--- config.mk ---
export PLATFORM = sky130hd
export DESIGN_NAME = regfile_wb_arbiter
export DESIGN_NICKNAME = d
export VERILOG_FILES = /design/src/rtl/regfile_wb_arbiter.sv
export SDC_FILE = /design/constraint.sdc
export NUM_CORES = 1
export LEC_CHECK = 0
export ABC_AREA = 0
export CAP_MARGIN = 10
export CORE_MARGIN = 10
export CORE_UTILIZATION = 44
export DETAILED_ROUTE_END_ITERATION = 16
export GPL_ROUTABILITY_DRIVEN = 0
export MAX_ROUTING_LAYER = met4
export PLACE_DENSITY = 0.95
export SETUP_SLACK_MARGIN = 0.02
export SYNTH_ARGS = -nofsm -noshare
export SYNTH_HDL_FRONTEND = slang
export SYNTH_SLANG_ARGS = --single-unit
--- constraint.sdc ---
create_clock -name clk -period 2.28 [get_ports clk]
set_clock_uncertainty 0.05 [all_clocks]
set_input_delay 0.456 -clock clk [delete_from_list [all_inputs] [get_ports clk]]
set_output_delay 0.456 -clock clk [all_outputs]
set_load 0.005 [all_outputs]
--- src/rtl/regfile_wb_arbiter.sv ---
// regfile_wb_arbiter
//   Shares the single RegisterFile write port between two writeback
//   requesters (req0 = ALU result, req1 = memory load) with round-robin
//   arbitration and valid/ready handshakes.
//   Also keeps a busy scoreboard of destinations allocated at issue whose
//   writeback has not yet reached the write port.
//
// Parameters
//   DW : writeback data width
//   AW : register address width (2**AW registers)
//
// Ports
//   clk, rst_n              clock, synchronous active-low reset
//   req0_valid/ready/dst/data  ALU writeback handshake
//   req1_valid/ready/dst/data  load writeback handshake
//   alloc_valid, alloc_dst  issue-stage destination allocation
//   regwrite, regdst, writedata  registered RegisterFile write port
//   busy_mask               bit n set = register n has a pending writeback
//   last_grant              most recently granted requester (0 ALU, 1 load)
//
// Optional feature macro: REGFILE_WB_R0_ZERO_EN
//   When defined, register 0 is hard-wired: writes to it complete their
//   handshake but do not assert regwrite, and allocations of it are ignored.

module regfile_wb_arbiter #(
  parameter int DW = 16,
  parameter int AW = 4
) (
  input  logic             clk,
  input  logic             rst_n,
  input  logic             req0_valid,
  output logic             req0_ready,
  input  logic [AW-1:0]    req0_dst,
  input  logic [DW-1:0]    req0_data,
  input  logic             req1_valid,
  output logic             req1_ready,
  input  logic [AW-1:0]    req1_dst,
  input  logic [DW-1:0]    req1_data,
  input  logic             alloc_valid,
  input  logic [AW-1:0]    alloc_dst,
  output logic             regwrite,
  output logic [AW-1:0]    regdst,
  output logic [DW-1:0]    writedata,
  output logic [2**AW-1:0] busy_mask,
  output logic             last_grant
);

  logic          gnt0;
  logic          gnt1;
  logic          xfer;
  logic [AW-1:0] sel_dst;
  logic [DW-1:0] sel_data;
  logic          wr_en;
  logic          alloc_en;
  logic [2**AW-1:0] busy_next;

  // Round-robin: a lone requester always wins; on contention the one
  // that was not granted last time goes first. Readiness is held low
  // while reset is asserted so no handshake completes in that cycle.
  always_comb begin
    gnt0 = rst_n && req0_valid && (!req1_valid || last_grant);
    gnt1 = rst_n && req1_valid && (!req0_valid || !last_grant);
  end

  assign req0_ready = gnt0;
  assign req1_ready = gnt1;
  assign xfer       = gnt0 || gnt1;
  assign sel_dst    = gnt1 ? req1_dst  : req0_dst;
  assign sel_data   = gnt1 ? req1_data : req0_data;

`ifdef REGFILE_WB_R0_ZERO_EN
  assign wr_en    = xfer && (sel_dst != '0);
  assign alloc_en = alloc_valid && (alloc_dst != '0);
`else
  assign wr_en    = xfer;
  assign alloc_en = alloc_valid;
`endif

  // Clear for the completing writeback first, then set for a new
  // allocation, so a same-edge alloc of the same register keeps it busy.
  always_comb begin
    busy_next = busy_mask;
    if (xfer)
      busy_next[sel_dst] = 1'b0;
    if (alloc_en)
      busy_next[alloc_dst] = 1'b1;
  end

  always_ff @(posedge clk) begin
    if (!rst_n) begin
      regwrite   <= 1'b0;
      regdst     <= '0;
      writedata  <= '0;
      busy_mask  <= '0;
      last_grant <= 1'b0;
    end else begin
      regwrite  <= wr_en;
      busy_mask <= busy_next;
      if (xfer) begin
        regdst     <= sel_dst;
        writedata  <= sel_data;
        last_grant <= gnt1;
      end
    end
  end

endmodule

* After elaboration in Yosys (flattened, before gate mapping) *
Cells that the tools add are included.

cells by class
  magnitude comparators = 4
  bitwise logic cells = 3
  reduce and logical (&&, ||, !) cells = 12
  mux-type cells = 8

operators with widths
  cell                                                                   count
  16-bit 2-to-1 mux                                                      3
  16-bit bitwise AND                                                     1
  16-bit NOT                                                             1
  16-bit OR                                                              1
  4-bit by 5-bit < comparator with 1-bit output, second input constant   2
  1-bit demux with 4-bit select                                          2
  4-bit by 1-bit >= comparator with 1-bit output, second input constant  2
  1-bit logical AND                                                      6
  4-bit 2-to-1 mux                                                       1
  1-bit logical NOT                                                      3
  1-bit logical OR                                                       3
  1-bit 2-to-1 mux                                                       2

storage, ports and cells
  word-level logic and storage cells = 32
  flip-flop bits (word level) = 38
  bits of input ports = 49

* Depth between registers and ports, before layout *
Gate-level depths: netlist of the first run.

  depth after elaboration = 13
  gate-level depth with buffers = 6
  gate-level depth less buffers = 4

* Least setup slack after synthesis of the first run *
Ideal clock, no wire load.

  path type = input port to output port
  start point = in req0_valid
  end point = out req1_ready
  path buffers = 2
  stages = 5
  slack = 0.777 ns
  data arrival time = 0.997 ns
  cells stage by stage = nand2_1 -> nand3_1 -> buf_4 -> buf_2 -> inv_1

between the ends
  longest elaborated chain between the ends = 3

ends and longest elaborated chain
  what               line  source
  start, declared    31    input logic req0_valid,
  1-bit logical NOT  62    gnt1 = rst_n && req1_valid && (!req0_valid || !last_grant);
  1-bit logical OR   62
  1-bit logical AND  62
  end, declared      36    output logic req1_ready,

Every way passes these cells.

* Worst setup path after layout of the first run *
  start point = in req1_valid
  end point = out req0_ready

between the ends
  longest elaborated chain between the ends = 3

ends and longest elaborated chain
  what               line  source
  start, declared    35    input logic req1_valid,
  1-bit logical NOT  61    gnt0 = rst_n && req0_valid && (!req1_valid || last_grant);
  1-bit logical OR   61
  1-bit logical AND  61
  end, declared      32    output logic req0_ready,

Every way passes these cells.

==> qor.json, run 1 <==
{
  "synth_area_leaders": {"value": "dfxtp_1 (40%), mux2i_1 (9.4%), o21ai_0 (9.4%), nor2_1 (9.2%), o22ai_1 (5.2%)"},
  "fin_crit": {"value": 2.059, "unit": "ns"},
  "rsz0062_at_grt": {"value": "false"},
  "timing.slew.headroom": {"value": 77.97, "unit": "%"},
  "reg2reg_depth": {"value": 5},
  "first_global_vias": {"value": 2109},
  "final_util": {"value": 72.00, "unit": "%"},
  "rows": {"value": 23},
  "detailedRoute.firstIterationViolations": {"value": 181},
  "hold_viol_final": {"value": 0},
  "first_pass_iters": {"value": 5},
  "routed_via_density": {"value": 5.738},
  "worstReg2RegStart": {"value": "last_grant"},
  "ys_dominant_reg_cell": {"value": "dfxtp_1"},
  "die_area": {"value": 7381, "unit": "sq um"},
  "worstHoldPathType": {"value": "flip-flop to flip-flop"},
  "dpl.hpwl": {"value": 4.956, "unit": "mm"},
  "synthesis.nets": {"value": 299},
  "critical_path.startpoint_type": {"value": "primary input"},
  "vias": {"value": 2232},
  "reg2reg_slack": {"value": 0.75, "unit": "ns"},
  "synth_largest_type_area_fraction": {"value": 39.79, "unit": "%"},
  "timing.critical_path.arrival": {"value": 1.55, "unit": "ns"},
  "max_slew.worst_pin.slew": {"value": 0.3298, "unit": "ns"},
  "placeableCoreArea": {"value": 4115, "unit": "sq um"},
  "final_antenna_net_count": {"value": 0},
  "initial_utilization": {"value": 46.46, "unit": "%"},
  "timing.critical_path.to": {"value": "req0_ready"},
  "fp.dieW": {"value": 85.92, "unit": "um"},
  "seq_cells_post_synth": {"value": 38},
  "setup.worst_path.class": {"value": "primary input to primary output"},
  "synth.yosys.warnings": {"value": 0},
  "drt-met1-wl": {"value": 2.701, "unit": "mm"},
  "synth-seq-area-share": {"value": 39.79, "unit": "%"},
  "synthArstFlopShare": {"value": 0, "unit": "%"},
  "routed_wirelength": {"value": 6.652, "unit": "mm"},
  "post-route-drc-count": {"value": 0},
  "power.static_leakage": {"value": 0.001193, "unit": "uW"},
  "drt-wirelength-per-cell": {"value": 17.10, "unit": "um"},
  "critical_path.max_fanout": {"value": 3},
  "cell_area_after_placement": {"value": 2853, "unit": "sq um"},
  "globalRoute.totalOverflow": {"value": 0},
  "regToRegEndpoint": {"value": "busy_mask[15]"},
  "antenna_cells": {"value": 0},
  "max_cap_viol_count": {"value": 0},
  "routed-wl-met2": {"value": 3.224, "unit": "mm"},
  "grt_antenna_before_repair": {"value": 0},
  "drive_gt1_share": {"value": 5.310, "unit": "%"},
  "synth-edff-count": {"value": 0},
  "timing.critical_path.from": {"value": "req1_valid"},
  "route.top_layer_used": {"value": "met4"},
  "tritoncts": {"value": "built"},
  "power-per-cell-area": {"value": 562.6, "unit": "nW/um^2"},
  "die-height": {"value": 85.92, "unit": "um"},
  "clkSlewWorstSetupHoldPaths": {"value": 0.08, "unit": "ns"},
  "vdd_drop_max": {"value": 0.2880, "unit": "mV"},
  "met3_length": {"value": 548, "unit": "um"},
  "cts_buffers": {"value": 5},
  "period_share": {"value": 90.31, "unit": "%"},
  "worstSkewPairLatency": {"value": 0.30, "unit": "ns"},
  "grt_use_total": {"value": 17.76, "unit": "%"},
  "critical_path_required": {"value": 1.77, "unit": "ns"},
  "power.total": {"value": 1667, "unit": "uW"},
  "htree_levels": {"value": 2},
  "post_synth_most_frequent_cells": {"value": "nor2_1 (47), dfxtp_1 (38), o21ai_0 (36)"},
  "worst_hold_startpoint": {"value": "writedata[4]"},
  "syn2layout_area_growth": {"value": 54.97, "unit": "%"},
  "grt_pass1_wl": {"value": 10.42, "unit": "mm"},
  "clock_sink_count": {"value": 38},
  "nNetsFinal": {"value": 388},
  "synth_area_leader_cell": {"value": "dfxtp_1"},
  "setup-violations-final": {"value": 0},
  "ioPinCount": {"value": 89},
  "syn-instance-count": {"value": 250},
  "clockBufferDepth": {"value": 2},
  "max_freq": {"value": 0.4857, "unit": "GHz"},
  "stdcell_area": {"value": 2963, "unit": "sq um"},
  "run_status": {"value": "complete, no violations"},
  "synth.cell_area": {"value": 1912, "unit": "sq um"},
  "port_buffers": {"value": 88},
  "setup.worst_path.end_class": {"value": "primary output"},
  "synthesis.area_per_instance": {"value": 7.647, "unit": "sq um"},
  "synthDistinctLibCells": {"value": 28},
  "clockRootBuffer": {"value": "clkbuf_8"},
  "synthMostInstantiatedCell": {"value": "nor2_1"},
  "slew_violations": {"value": 0},
  "grt_max_degree": {"value": 38}
}
report_power, final:
| group | total, uW | leakage [uW] | switching (uW) | internal (uW) |
|---|---|---|---|---|
| registers | 720 | 0.000312 | 18.6 | 701 |
| logic | 361 | 0.000824 | 159 | 202 |
| clock network | 586 | 0.0000573 | 236 | 350 |
| total | 1670 | 0.00119 | 414 | 1250 |
final cells by class:
class,instances,area [sq um]
Timing Repair Buffer,94,935.9
Fill cell,336,1152
Inverter,3,11.26
Clock buffer,6,82.58
Sequential cell,38,760.7
Clock inverter,1,30.03
Tap cell,50,62.56
Multi-Input combinational cell,197,1080
stage by stage:
stage               setup slack [ns]  instances  setup TNS [ns]  hold slack, ns
floorplan                     0.7766        250               0          0.4423
global placement             0.01233        382               0          0.4337
detailed placement          -0.02436        382        -0.04692          0.4442
CTS                           0.2087        389               0          0.4595
global route                  0.1641        389               0          0.4806
finish                        0.2209        389               0          0.4545
registers in the layout, summed over array words and instances, names as in the netlist:
signal,count
busy_mask,16
last_grant,1
writedata,16
regdst,4
regwrite,1
cells in the final DEF (no fill, tap or decap), drive strengths merged:
master,synthesis,final
a21boi,1,1
a21oi,19,19
and3,2,2
buf,7,6
bufinv,0,1
clkbuf,5,6
clkdlybuf4s50,0,86
dfxtp,38,38
dlygate4sd2,0,2
inv,3,3
mux2,2,2
mux2i,18,18
nand2,20,20
nand2b,4,4
nand3,13,13
nand3b,2,2
nand4,2,2
nor2,47,47
nor2b,8,8
nor3,4,4
o21ai,37,37
o221a,1,1
o22ai,16,16
or3b,1,1
critical path: stages:
cell and delay, ns:
clkdlybuf4s50_1 0.54, nand2b_1 0.09, nand3_1 0.13, inv_1 0.06
dlygate4sd2_1 0.28
worst min path at each step:
stage          slack, ns  depth (start not counted)            end
2_1_floorplan       0.44                          2     last_grant
3_3_place_gp        0.43                          2  writedata[12]
3_5_place_dp        0.44                          2  writedata[13]
4_1_cts             0.46                          2   writedata[4]
5_1_grt             0.48                          2  writedata[15]
6_report            0.45                          2   writedata[4]
repair_timing:
| action | in CTS | in global routing |
|---|---|---|
| resized for setup | 2 | 0 |
| hold buffers | 0 | 0 |
| setup buffers | 0 | 0 |
| setup endpoints to repair | 2 | 0 |
cells by family (layout without fill, tap and decap cells):
| family | count (synthesis) | count (layout) | synth area share [%] |
|---|---|---|---|
| AOI/OAI and AO/OA | 74 | 74 | 21.07 |
| DFF | 38 | 38 | 39.79 |
| muxes | 20 | 20 | 10.80 |
| and+or+nand+nor | 103 | 103 | 24.34 |
| buffers and inverters | 15 | 104 | 3.991 |
layer usage:
metal  vias to the layer above  track usage (%)
met2                       117            29.21
met4                         0            7.186
met5                         -                -
li1                       1060                -
met1                      1037            19.91
met3                        18            4.730
Note: power is estimated with default switching activity, not from simulation.
==> inputs of run 2 (changes only) <==
Settings changed: CORE_UTILIZATION 44 to 41, PLACE_DENSITY 0.95 to 0.9.
Clock period 2.28 ns to 1.9 ns, I/O delays scaled along.
==> qor.json, run 2 (synthesis results as in run 1) <==
{
  "run_status": {"value": "complete, no violations"},
  "power.static_leakage": {"value": 0.001280, "unit": "uW", "change": "+7.3%"},
  "dpl.hpwl": {"value": 5.109, "unit": "mm", "change": "+3.1%"},
  "setup.worst_path.class": {"value": "flip-flop to primary output"},
  "rows": {"value": 24, "change": "+4.3%"},
  "hold_viol_final": {"value": 0, "change": "unchanged"},
  "max_freq": {"value": 0.5778, "unit": "GHz"},
  "cts_setup_buffers": {"value": 0, "change": "unchanged"},
  "vias": {"value": 2203, "change": "-1.3%"},
  "layout_commonest_cell": {"value": "clkdlybuf4s50_1"},
  "post-route-drc-count": {"value": 0, "change": "unchanged"},
  "grt_use_total": {"value": 17.60, "unit": "%", "change": "-0.17 points"},
  "timing.critical_path.buf_inv": {"value": 2, "change": "-1"},
  "cp_slowest_stage_delay": {"value": 0.38, "unit": "ns", "change": "-0.16 ns"},
  "power.switching": {"value": 508.9, "unit": "uW", "change": "+23%"},
  "period_share": {"value": 91.09, "unit": "%"},
  "die-height": {"value": 88.29, "unit": "um", "change": "+2.8%"},
  "final_antenna_net_count": {"value": 0, "change": "unchanged"},
  "setup.worst_path.end_class": {"value": "primary output"},
  "clockBufferDepth": {"value": 2, "change": "unchanged"},
  "port_buffers": {"value": 88, "change": "unchanged"},
  "placeableCoreArea": {"value": 4444, "unit": "sq um", "change": "+8.0%"},
  "initial_utilization": {"value": 43.02, "unit": "%", "change": "-3.4 points"},
  "power.share.switching": {"value": 23.52, "unit": "%", "change": "-1.3 points"},
  "antenna_cells": {"value": 0, "change": "unchanged"},
  "clkPwrFrac": {"value": 39.3, "unit": "%", "change": "+4.1 points"},
  "syn2layout_area_growth": {"value": 61.19, "unit": "%"},
  "max_slew.worst_pin.slew": {"value": 0.3647, "unit": "ns", "change": "+0.03489 ns"},
  "dp_cells": {"value": 396, "change": "+3.7%"},
  "routed_wirelength": {"value": 6.654, "unit": "mm", "change": "about the same"},
  "max_cap_viol_count": {"value": 0, "change": "unchanged"},
  "holdWs": {"value": 0.4579, "unit": "ns", "change": "+0.003365 ns"},
  "timing.slew.headroom": {"value": 75.64, "unit": "%", "change": "-2.3 points"},
  "seq_power_share": {"value": 39.9, "unit": "%", "change": "-3.3 points"},
  "fp.dieW": {"value": 88.29, "unit": "um", "change": "+2.8%"},
  "stdcell_area": {"value": 3082, "unit": "sq um", "change": "+4.0%"},
  "globalRoute.totalOverflow": {"value": 0, "change": "unchanged"},
  "grt.met3_usage": {"value": 4.044, "unit": "%", "change": "-0.69 points"},
  "first_pass_iters": {"value": 4, "change": "-1"},
  "vdd_drop_max": {"value": 0.3515, "unit": "mV", "change": "+22%"},
  "slew_violations": {"value": 0, "change": "unchanged"},
  "crit_family": {"value": "flip-flops"},
  "first_global_vias": {"value": 2187, "change": "+3.7%"},
  "worst_path_max_delay_cell": {"value": "dfxtp_1"},
  "htree_levels": {"value": 2, "change": "unchanged"},
  "layout_common_cells": {"value": "clkdlybuf4s50_1 (83), nor2_1 (47), dfxtp_1 (38)"},
  "nNetsFinal": {"value": 400, "change": "+3.1%"},
  "clockRootBuffer": {"value": "clkbuf_8"},
  "largest_registers": {"value": "busy_mask (16), writedata (16), regdst (4)"},
  "worstSkewPairLatency": {"value": 0.29, "unit": "ns", "change": "about the same"},
  "cts_buffers": {"value": 5, "change": "unchanged"},
  "fin_cells": {"value": 404, "change": "+3.9%"},
  "timing.critical_path.arrival": {"value": 1.30, "unit": "ns", "change": "-0.25 ns"},
  "timing.critical_path.from": {"value": "last_grant"},
  "critical_path.startpoint_type": {"value": "flip-flop"},
  "comb_power_share": {"value": 20.7, "unit": "%", "change": "-1.0 points"},
  "clock_sink_count": {"value": 38, "change": "unchanged"},
  "drive_gt1_share": {"value": 9.091, "unit": "%", "change": "+3.8 points"},
  "worstReg2RegStart": {"value": "last_grant"},
  "path_cells": {"value": "nand2b_1 > nand3_2 > inv_1 > dlygate4sd2_1"},
  "routed_via_density": {"value": 5.453, "change": "-5.0%"},
  "grt_antenna_before_repair": {"value": 0, "change": "unchanged"},
  "die_area": {"value": 7794, "unit": "sq um", "change": "+5.6%"},
  "grt_pass1_wl": {"value": 10.74, "unit": "mm", "change": "+3.0%"},
  "critical_path_required": {"value": 1.47, "unit": "ns", "change": "-0.30 ns"},
  "cell_area_after_placement": {"value": 2933, "unit": "sq um", "change": "+2.8%"},
  "ioPinCount": {"value": 89, "change": "unchanged"},
  "clkSlewWorstSetupHoldPaths": {"value": 0.08, "unit": "ns", "change": "about the same"},
  "rsz0062_at_grt": {"value": "false"},
  "critical_path.max_fanout": {"value": 4, "change": "+1"},
  "detailedRoute.firstIterationViolations": {"value": 157, "change": "-13%"},
  "drt-wirelength-per-cell": {"value": 16.47, "unit": "um", "change": "-3.7%"},
  "tritoncts": {"value": "built"},
  "grt_max_degree": {"value": 27, "change": "-29%"},
  "fin_crit": {"value": 1.731, "unit": "ns"},
  "worstHoldPathType": {"value": "flip-flop to flip-flop"},
  "grt.met1_usage": {"value": 21.34, "unit": "%", "change": "+1.4 points"},
  "internal_power": {"value": 1655, "unit": "uW", "change": "+32%"},
  "grt_most_used_layer": {"value": "met2"},
  "setup-violations-final": {"value": 0, "change": "unchanged"},
  "power.total": {"value": 2163, "unit": "uW", "change": "+30%"},
  "grt_util_met2": {"value": 28.67, "unit": "%", "change": "-0.54 points"},
  "power-per-cell-area": {"value": 702.0, "unit": "nW/um^2", "change": "+25%"},
  "worst_hold_startpoint": {"value": "writedata[11]"}
}
-- run 2: changes by cell type in the layout (fill, tap and decap cells not counted) --
cell	previous run	this run
dlymetal6s2s_1	0	2
buf_12	1	0
buf_4	5	18
nand3_2	1	2
dlygate4sd2_1	2	3
clkdlybuf4s50_1	86	83
nand3_1	12	11
bufinv_16	1	2
-- run 2: through the flow --
| step | setup slack [ns] | setup TNS (ns) | utilization [%] |
|---|---|---|---|
| 2_1_floorplan | 0.5384 | 0 | - |
| 3_3_place_gp | -0.2101 | -0.4402 | 65.99 |
| 3_5_place_dp | -0.2337 | -0.8141 | 65.99 |
| 4_1_cts | 0.04393 | 0 | 69.23 |
| 5_1_grt | 0.1124 | 0 | 69.34 |
| 6_report | 0.1692 | 0 | 69.34 |
-- run 2: path summary, 6_finish.rpt --
check | cells after the start | end | slack (ns)
worst max-delay path | 4 | req0_ready | 0.17
worst min-delay path | 2 | writedata[11] | 0.46
worst max register to register | 5 | busy_mask[15] | 0.44
worst min register to register | 2 | writedata[11] | 0.46
-- run 2: worst min-delay path: cells and delay by family (launching register included) --
family          cells  cell delay (ns)
flops               1             0.31
compound gates      1             0.10
simple gates        1             0.06
-- run 2: what timing repair did --
action	in CTS	in global routing
hold buffers	0	0
setup endpoints to repair	2	2
gates resized for setup	4	2
-- run 2: layout make-up --
type / count / area, sq um
fillers: 352 / 1363
clock buffers: 6 / 82.58
multi-input cells: 197 / 1085
flip-flops and latches: 38 / 760.7
clock inverters: 2 / 60.06
well taps: 52 / 65.06
inverters: 3 / 11.26
repair buffers: 106 / 1017
-- run 2: per-layer routing --
layer | up-vias | wire [um]
met2 | 91 | 3217
met4 | 0 | 120
li1 | 1086 | -
met1 | 1014 | 2911
met3 | 12 | 404
met5 | - | 0
-- run 2: power groups by stage --
stage	combinational, uW	sequential (uW)	clock, uW
final	449	864	851
after global routing	486	869	893
after CTS	449	864	866
after detailed placement	448	882	0
after global placement	439	879	0
after floorplan	167	885	0
